===== src/rtl/pipe_stage_skid.sv =====
// pipe_stage_skid -- generic inter-stage pipeline register with valid/ready
// handshake and optional 2-entry skid buffer.
//
// Ports:
//   clock, reset        rising-edge clock, async active-low reset
//   in_valid/in_ready   upstream handshake; in_ctrl/in_data upstream beat
//   flush               sync kill of held and incoming beats (data kept)
//   out_valid/out_ready downstream handshake; out_ctrl masked to 0 when idle,
//                       out_data is the raw head data
//   occupancy           number of held beats (0..2)
//   cnt_clear           sync clear of bubble counter
//   bubble_cnt          saturating count of cycles with out_ready & !out_valid
module pipe_stage_skid #(
  parameter int CTRL_W = 16,
  parameter int DATA_W = 96,
  parameter int SKID   = 1,
  parameter int CNT_W  = 16
) (
  input  logic              clock,
  input  logic              reset,
  input  logic              in_valid,
  output logic              in_ready,
  input  logic [CTRL_W-1:0] in_ctrl,
  input  logic [DATA_W-1:0] in_data,
  input  logic              flush,
  output logic              out_valid,
  input  logic              out_ready,
  output logic [CTRL_W-1:0] out_ctrl,
  output logic [DATA_W-1:0] out_data,
  output logic [1:0]        occupancy,
  input  logic              cnt_clear,
  output logic [CNT_W-1:0]  bubble_cnt
);

  localparam logic [CNT_W-1:0] CNT_MAX = '1;

  logic              headValid;
  logic [CTRL_W-1:0] headCtrl;
  logic [DATA_W-1:0] headData;
  logic              skidValid;
  logic              inFire;
  logic              outFire;
  logic [CNT_W-1:0]  bubbleCnt;

  assign inFire    = in_valid & in_ready;
  assign outFire   = headValid & out_ready;
  assign out_valid = headValid;
  assign out_ctrl  = headValid ? headCtrl : '0;
  assign out_data  = headData;
  assign occupancy = {1'b0, headValid} + {1'b0, skidValid};

  generate
    if (SKID != 0) begin : gSkid
      logic              skidFull;
      logic [CTRL_W-1:0] skidCtrl;
      logic [DATA_W-1:0] skidData;

      // in_ready depends only on a flop: no comb path from out_ready.
      assign in_ready  = !skidFull;
      assign skidValid = skidFull;

      always_ff @(posedge clock or negedge reset) begin
        if (!reset) begin
          headValid <= 1'b0;
          headCtrl  <= '0;
          headData  <= '0;
          skidFull  <= 1'b0;
          skidCtrl  <= '0;
          skidData  <= '0;
        end else if (flush) begin
          // Control killed, data kept so restart/exception info survives.
          headValid <= 1'b0;
          headCtrl  <= '0;
          skidFull  <= 1'b0;
          skidCtrl  <= '0;
        end else if (!headValid || outFire) begin
          if (skidFull) begin
            // Skid is older than anything on the input; drain it first.
            headValid <= 1'b1;
            headCtrl  <= skidCtrl;
            headData  <= skidData;
            skidFull  <= 1'b0;
          end else if (inFire) begin
            headValid <= 1'b1;
            headCtrl  <= in_ctrl;
            headData  <= in_data;
          end else begin
            headValid <= 1'b0;
          end
        end else if (inFire) begin
          // Head stalled: park the beat accepted under the registered ready.
          skidFull <= 1'b1;
          skidCtrl <= in_ctrl;
          skidData <= in_data;
        end
      end
    end else begin : gReg
      assign in_ready  = !headValid | out_ready;
      assign skidValid = 1'b0;

      always_ff @(posedge clock or negedge reset) begin
        if (!reset) begin
          headValid <= 1'b0;
          headCtrl  <= '0;
          headData  <= '0;
        end else if (flush) begin
          headValid <= 1'b0;
          headCtrl  <= '0;
        end else if (inFire) begin
          headValid <= 1'b1;
          headCtrl  <= in_ctrl;
          headData  <= in_data;
        end else if (outFire) begin
          headValid <= 1'b0;
        end
      end
    end
  endgenerate

  always_ff @(posedge clock or negedge reset) begin
    if (!reset)                                   bubbleCnt <= '0;
    else if (cnt_clear)                           bubbleCnt <= '0;
    else if (out_ready && !headValid && bubbleCnt != CNT_MAX) bubbleCnt <= bubbleCnt + 1'b1;
  end

  assign bubble_cnt = bubbleCnt;

endmodule


===== config.mk =====
export PLATFORM = sky130hd
export DESIGN_NAME = pipe_stage_skid
export DESIGN_NICKNAME = d
export VERILOG_FILES = /design/src/rtl/pipe_stage_skid.sv
export SDC_FILE = /design/constraint.sdc
export NUM_CORES = 1
export LEC_CHECK = 0
export ABC_AREA = 1
export BUFFER_PORTS_ARGS = -buffer_cell sky130_fd_sc_hd__buf_2
export CAP_MARGIN = 10
export CORE_UTILIZATION = 40
export CTS_CLUSTER_SIZE = 28
export DETAILED_ROUTE_END_ITERATION = 6
export HOLD_SLACK_MARGIN = 0.05
export MAX_ROUTING_LAYER = met4
export PLACE_DENSITY = 0.77
export SYNTH_ARGS = -nofsm -noshare
export SYNTH_HDL_FRONTEND = slang
export SYNTH_SLANG_ARGS = --single-unit

===== constraint.sdc =====
create_clock -name clock -period 1.5 [get_ports clock]
set_input_delay 0.075 -clock clock [delete_from_list [all_inputs] [get_ports clock]]
set_output_delay 0.075 -clock clock [all_outputs]
set_load 0.1 [all_outputs]

======== Word level (Yosys, flattened, before mapping) ========
Index checks and enable logic that the tools add are counted.
storage, ports and cells
  register bits after elaboration ......... 242
  bits in latches ......................... 0
  bits in writable memories ............... 0
  bits in read-only memories .............. 0
  input port bits ......................... 118
  output and inout port bits .............. 132
  word-level logic and storage cells ...... 48
  memories ................................ 0
cells by class
  add/sub/neg operators ................... 2
  multipliers ............................. 0
  divide/modulo/power cells ............... 0
  $lt $le $gt $ge ......................... 0
  equal/unequal tests ..................... 2
  shift operators ......................... 0
  multiplexer cells ....................... 18
  bitwise logic cells ..................... 4
  reductions and logical operators ........ 15
operator list
  cell                                           count
  two-way mux 96 bit                             2
  two-way mux 16 bit                             9
  adder 16 x 1 -> 16 bit, second input constant  1
  inequality test 16 bit, second input constant  1
  nonzero test 2 bit                             4
  two-way mux 1 bit                              7
  AND reduction 3 bit                            2
  nonzero test 3 bit                             2
  AND reduction 2 bit                            2
  adder 1 x 1 -> 2 bit                           1
  AND 1 bit                                      2
  logical AND 1 bit                              2
  logical NOT 1 bit                              2
  inequality test 2 bit, second input constant   1
  NOT 1 bit                                      2
  logical OR 1 bit                               1

======== Depth between registers and ports, before layout ========
Gate-level depths: netlist (run 1).
  depth after elaboration ................. 6
  mapped depth ............................ 10

======== Worst setup path before layout (run 1) ========
No wires, ideal clock.
  kind .................................... flip-flop to flip-flop
  from .................................... register bubbleCnt[1], in the netlist bubble_cnt[1]
  to ...................................... register bubbleCnt[11], in the netlist bubble_cnt[11]
  setup time .............................. 68 ps
  arrival time ............................ 2222 ps
  path slack .............................. -790 ps
  cell stages (with the launch flop) ...... 11
  path buffers ............................ 1
  clock period less this slack ............ 2290 ps
  cell sequence ........................... dfrtp_1 -> ha_1 -> nand2_1 -> nor2_4 -> nand2_2 -> nor2_2 -> nor2_2 -> nor2_4 -> buf_6 -> nand2_1 -> nand2_1
between the ends
  cells in the longest elaborated chain, start to end .. 3
RTL lines
  element                                                           line  source
  from (decl)                                                       43    logic [CNT_W-1:0] bubbleCnt;
  from (signal assigned)                                            123   else if (out_ready && !headValid && bubbleCnt != CNT_MAX) bubbleCnt <= bubbleCnt + 1'b1;
  adder 16 x 1 -> 16 bit or inequality test 16 bit (tied branches)  123
  two-way mux 16 bit or logical AND 1 bit (tied branches)           123
  two-way mux 16 bit or nonzero test 2 bit (tied branches)          -
Several ways; a longest one is shown, not always the timed one. The select of a mux whose other input is x is not followed.
A chain may end at the register's enable or synchronous reset.

======== Worst setup path in the final report (run 1) ========
  from .................................... register headValid, in the netlist out_valid
  to ...................................... output occupancy[0]
between the ends
  cells in the longest elaborated chain, start to end .. 1
RTL lines
  element                 line  source
  from (decl)             37    logic headValid;
  from (signal assigned)  64    headValid <= 1'b0;
  from (signal assigned)  72    headValid <= 1'b0;
  from (signal assigned)  79    headValid <= 1'b1;
  adder 1 x 1 -> 2 bit    50    assign occupancy = {1'b0, headValid} + {1'b0, skidValid};
  to (decl)               30    output logic [1:0] occupancy,
Every way passes these cells.

==> results of run 1 <==
==> cell families (layout without fill, tap and decap cells) <==
kind of cell / after synthesis / in the layout
buffers and inverters: 233 / 707
AOI/OAI and AO/OA: 346 / 346
other: 0 / 2
DFF: 242 / 242
adders and majority gates: 2 / 2
and+or+nand+nor: 461 / 461
xor gates and xnor gates: 4 / 4
==> report_power, final <==
| group | leakage (nW) | total [mW] | internal, mW | switching, mW |
|---|---|---|---|---|
| Clock | 0.419 | 6.51 | 3.83 | 2.68 |
| Sequential | 3.05 | 8.44 | 7.70 | 0.742 |
| Combinational | 5.44 | 7.52 | 1.99 | 5.54 |
| Total | 8.90 | 22.5 | 13.5 | 8.96 |
==> layout make-up <==
| cell class | instances | area (sq um) | share of cell area (%) |
|---|---|---|---|
| flip-flops and latches | 242 | 6098 | 35.26 |
| repair inverters | 3 | 47.55 | 0.2749 |
| multi-input cells | 813 | 4282 | 24.75 |
| repair buffers | 504 | 4946 | 28.59 |
| inverters | 154 | 638.1 | 3.689 |
| diodes | 2 | 5.005 | 0.02893 |
| clock inverters | 11 | 116.4 | 0.6727 |
| well taps | 335 | 419.2 | 2.423 |
| clock buffers | 35 | 745.7 | 4.311 |
==> final timing paths <==
check	start	endpoint	slack [ns]
worst max-delay path	out_valid	occupancy[0]	-0.30
worst min-delay path	reset	gSkid.skidData[77]	0.10
worst max register to register	out_valid	out_data[14]	-0.27
worst min register to register	gSkid.skidData[40]	gSkid.skidData[40]	0.48
max in group asynchronous	reset	gSkid.skidData[34]	0.72
min in group clock	in_data[66]	gSkid.skidData[66]	0.35
==> cells in the final DEF (no fill, tap or decap), types with 5 or more instances in the layout <==
cell           instances
a21oi_1                7
buf_12                47
buf_16                 7
buf_2                217
buf_4                 62
buf_6                 15
buf_8                  7
clkbuf_16             57
clkinv_2               5
clkinvlp_4            14
dfrtp_1              224
dfrtp_2               10
dfrtp_4                8
dlygate4sd3_1        117
inv_1                135
inv_2                  6
nand2_1              346
nand2_2               36
nand2_4               13
nand3_1               24
nand4_1               12
nor2_1                18
nor2_4                 7
o21ai_0              116
o21ai_1              124
o21ai_2               90
==> sequential cells by signal (all words and copies together) (netlist names) <==
register        cells
bubble_cnt         16
out_valid           1
gSkid.skidFull      1
gSkid.skidData     96
gSkid.skidCtrl     16
headCtrl           16
out_data           96
==> layer usage <==
metal | wire length [um] | up-vias | track usage (%) | share of wire, %
met5 | 0 | - | - | 0
met4 | 1946 | 0 | 10.34 | 4.9
met3 | 2413 | 156 | 3.372 | 6.1
met2 | 19720 | 536 | 38.04 | 50
met1 | 15490 | 5379 | 27.63 | 39
li1 | - | 5046 | - | -
==> timing repair <==
action	in CTS	in global routing
endpoints found under the hold margin	482	0
setup endpoints to repair	49	203
hold buffers	117	0
gates cloned	4	51
gates resized for setup	42	194
setup buffers	7	9
pin swaps	1	3
==> impl_metrics.yaml, run 1 <==
yosys:
  syn_inst: 1288
  yosys.area.top_type: "dfrtp_1"
  syn_nets: 1408
  synth_edf_count: 0
  ys_ff_latch: 242
  synth_most_common_cell: "nand2_1"
  synthDistinctLibCells: 23
  synth-warning-count: 0
  synth.mux.area_fraction_pct: 0
  synthTopCellsByArea: "dfrtp_1 (57%), nand2_1 (14%), o21ai_0 (10%)"
  seq_area_frac_synth_pct: 56.87
  synth_xor_area_share_pct: 0.3290
  netlist_area_sq_mm: 0.01065
  synth.top_cell.area_share_pct: 56.87
  avgSynthCellArea_sq_um: 8.268
  synthSimpleGateAreaFrac_pct: 17.27
  async_reset_ff_share_pct: 100.0
  synth_top_family_by_area: "simple AND/OR/NAND/NOR gates"
  synth_common_cells: "nand2_1 (392), dfrtp_1 (242), o21ai_0 (212)"
  synth_ff_type: "dfrtp_1"
  synthAdderAreaFrac_pct: 0.2350
  synth_compound_area_share_pct: 16.47
setup_path:
  startpoint_type: "flip-flop"
  arrival_ns: 1.73
  crit_required_ns: 1.42
  critPathCaptureType: "output pin"
  rr_worst_depth: 11
  cpMaxStageDelayCell: "dfrtp_4"
  path_depth: 4
  path_buf_inv: 3
  path_class: "flip-flop to output pin"
  path_max_fanout: 8
  crit_top_cell: "buf_12"
  crit_family: "flip-flops"
  cpPeakStageDelay_ns: 0.49
  worstPathCellList: "buf_12 > buf_12 > ha_4 > buf_12"
routing:
  ant_nets: 0
  finalWirelength_mm: 39.58
  drtIter0Drc: 840
  avgViaCountPerCell: 5.296
  wl_per_cell_um: 18.85
  route.vias.total: 11120
  drc: 0
  first_pass_iters: 7
layout:
  fillCellCount: 1795
  drive_gt1_share_pct: 35.53
  finalCoreUtilization_pct: 66.38
  nNetsFinal: 1864
  syn_to_final_growth_pct: 62.44
  finalNonFillerCells: 2099
  design_area_sq_mm: 0.01730
pwr:
  power_density_mw_per_mm2: 1299
  ir_drop_mv: 0.9937
  power_mw: 22.47
  p_leak_nw: 8.904
clocking:
  root_buffer: "clkbuf_16"
  cts_buffers: 26
  cts.clk_slew.worst_paths_ns: 0.06
  clockBufferDepth: 3
  insertion_delay_ns: 0.53
  cts_max_level: 1
  cts_num_sinks: 242
  cts_tree: "yes"
flow_run:
  maxCapViolations: 0
placement:
  dp_slack_ns: -0.009387
  numPortBuffers: 249
  hpwl_mm: 18.77
  placed_cells: 1864
  placed_cell_area_sq_mm: 0.01320
  gp_congestion: 0.8792
timing:
  hold-worst-slack_ns: 0.1041
  clock_skew_ns: 0.008760
  worst_slack_ns: -0.3015
  setup_tns_ns: -43.52
  setup_violations: 240
  hold_viol: 0
  drv_slew: 0
  finalCriticalPeriod_ns: 1.801
  fmax_mhz: 555.1
  grt_setup_unrepaired: "yes"
  tightest_slew_ns: 0.5777
  maxSlewHeadroom_pct: 61.75
  min_period_over_period_pct: 120.1
die:
  start_util_pct: 40.87
  die_x_um: 165.2
  io_pins: 250
  core_sq_mm: 0.02606
  dieArea_sq_mm: 0.02728
  rows: 59
  dieHeight_um: 165.2
min_path:
  worst_hold_path_type: "input port to asynchronous set/reset pin"
grt:
  grt_pass1_vias: 9933
  grt_start_max_net_pins: 85
  grt_util_all_layers_pct: 22.92
  antenna_found_initial: 1
  grt_pass1_wl_mm: 48.49
  overflow: 0
run_status:
  violations: "negative setup slack"
  status: "finished, violations left"
(Power assumes the default switching activity.)
==> run 2: changes to the inputs <==
Settings changed: PLACE_DENSITY 0.77 to default.
==> run 2 against run 1 <==
  * Register-to-register slack gained 0.04 ns
  * Clock skew grew 0.0058 ns
  * Setup slack gained 0.074 ns
  * Core utilization is 4.5 points higher
  * Sequential cell count did not move
  * Critical path depth increased by 5
  * Via count fell by 1.4%
  * Maximum frequency up 4.3%
  * Routed wire length is 0.81% lower
  * Highest routed layer unchanged
  * The run still ends with negative setup slack left
  * Non-clock buffer count increased by 15
  * Worst hold slack got worse by 0.021 ns
==> impl_metrics.yaml, run 2 (synthesis results as in run 1) <==
die:
  core_sq_mm: 0.02606
  rows: 59
  io_pins: 250
  die_x_um: 165.2
  dieHeight_um: 165.2
  dieArea_sq_mm: 0.02728
  start_util_pct: 40.87
setup_path:
  critPathCaptureType: "flip-flop"
  reg2reg_to: "gSkid.skidData[12]"
  startpoint_type: "flip-flop"
  cpMaxStageDelayCell: "dfrtp_4"
  worstPathCellList: "buf_6 > nand2_8 > buf_12 > nor2_4 > nand3_4 > buf_12 > clkbuf_16 > nand2_4 > o21ai_1"
  cpPeakStageDelay_ns: 0.43
  arrival_ns: 2.14
  rr_worst_depth: 9
  path_class: "flip-flop to flip-flop"
  path_max_fanout: 7
  reg2reg_from: "out_valid"
  crit_required_ns: 1.91
  regToRegSetupSlack_ns: -0.23
  crit_top_cell: "buf_12"
pwr:
  p_int_mw: 14.06
  power_mw: 23.35
  power_density_mw_per_mm2: 1265
  ir_drop_mv: 1.069
  p_leak_nw: 9.325
  clkPwrFrac_pct: 28.8
  p_comb_share_pct: 34.0
  power.share.switching_pct: 39.79
  switching_power_mw: 9.292
  p_seq_share_pct: 37.2
clocking:
  cts_num_sinks: 242
  cts.clk_slew.worst_paths_ns: 0.06
  cts_buffers: 28
  cts_tree: "yes"
  clockBufferDepth: 3
  insertion_delay_ns: 0.54
  root_buffer: "clkbuf_16"
  cts_max_level: 1
placement:
  placed_cell_area_sq_mm: 0.01312
  dp_slack_ns: -0.08642
  numPortBuffers: 249
  gp_congestion: 0.8924
  hpwl_mm: 18.43
timing:
  grt_setup_unrepaired: "yes"
  drv_slew: 0
  tightest_slew_ns: 0.5619
  setup_tns_ns: -33.74
  worst_slack_ns: -0.2277
  clock_skew_ns: 0.01453
  hold_viol: 0
  min_period_over_period_pct: 115.2
  fmax_mhz: 578.8
  finalCriticalPeriod_ns: 1.728
  setup_violations: 246
  hold-worst-slack_ns: 0.08333
  maxSlewHeadroom_pct: 62.54
grt:
  overflow: 0
  grt_pass1_wl_mm: 50.34
  grt_util_all_layers_pct: 24.11
  grt_start_max_net_pins: 72
  grt_pass1_vias: 9747
  antenna_found_initial: 0
routing:
  drtIter0Drc: 722
  route.vias.total: 10970
  avgViaCountPerCell: 5.175
  finalWirelength_mm: 39.25
  first_pass_iters: 6
  wl_per_cell_um: 18.52
  drc: 0
  ant_nets: 0
min_path:
  worst_hold_path_type: "input port to asynchronous set/reset pin"
layout:
  syn_to_final_growth_pct: 73.40
  antenna_cells: 0
  most-common-layout-cells: "dfrtp_1 (224), nand2_1 (223), buf_2 (215), inv_1 (133)"
  design_area_sq_mm: 0.01847
  drive_gt1_share_pct: 44.17
  fillCellCount: 1860
  nNetsFinal: 1884
  layout_commonest_cell: "dfrtp_1"
run_status:
  status: "finished, violations left"
  violations: "negative setup slack"
flow_run:
  maxCapViolations: 0
-- run 2: stage by stage --
step	instances	util [%]
6_report	2119	70.86
5_1_grt	2119	70.86
4_1_cts	2054	61.66
3_5_place_dp	1854	50.33
3_3_place_gp	1854	50.33
2_1_floorplan	1288	-
-- run 2: worst max-delay path: cells and delay by family, from the launching register on --
family	cells	cell delay, ns
compound gates	1	0.05
simple gates	4	0.51
buf+inv	4	0.60
flops	1	0.43
-- run 2: power groups by stage --
stage | registers, mW | clock network (mW) | logic (mW)
finish | 8.70 | 6.72 | 7.94
global route | 8.81 | 7.04 | 8.34
CTS | 8.35 | 6.76 | 6.86
floorplan | 11.6 | 0 | 1.62
detailed placement | 8.44 | 0 | 6.22
global placement | 8.41 | 0 | 6.14
-- run 2: worst max path at each step --
stage	to	slack [ns]	cells past startpoint	start
after CTS	out_ctrl[8]	-0.22	5	out_valid
after floorplan	bubble_cnt[2]	-0.26	10	bubble_cnt[1]
final	gSkid.skidData[12]	-0.23	9	out_valid
after global routing	gSkid.skidData[73]	-0.31	9	out_valid
after global placement	bubble_cnt[8]	-0.07	7	out_valid
after detailed placement	headCtrl[0]	-0.09	4	gSkid.skidFull
-- run 2: layer usage --
metal | part of all wire (%) | up-vias | wire, um | global-route usage [%]
met5 | 0 | - | 0 | -
met4 | 3.8 | 0 | 1485 | 9.258
met3 | 5.2 | 108 | 2047 | 3.322
met2 | 50 | 390 | 19540 | 38.84
met1 | 41 | 5352 | 16180 | 30.87
li1 | - | 5116 | - | -
-- run 2: timing repair --
item | 4_1_cts | 5_1_grt
pin swaps | 3 | 13
gates cloned | 19 | 43
hold endpoints to repair | 482 | 0
gates resized for setup | 81 | 395
hold buffers | 116 | 0
endpoints found under the setup margin | 152 | 253
setup buffers | 15 | 23
-- run 2: layout make-up --
class / instances / area (sq um) / area share, %
clock buffers: 41 / 830.8 / 4.499
clock inverters: 9 / 70.07 / 0.3795
inverters: 154 / 643.1 / 3.483
multi-input cells: 815 / 5075 / 27.48
flip-flops and latches: 242 / 6098 / 33.03
well taps: 335 / 419.2 / 2.270
repair buffers: 519 / 5286 / 28.63
repair inverters: 4 / 42.54 / 0.2304
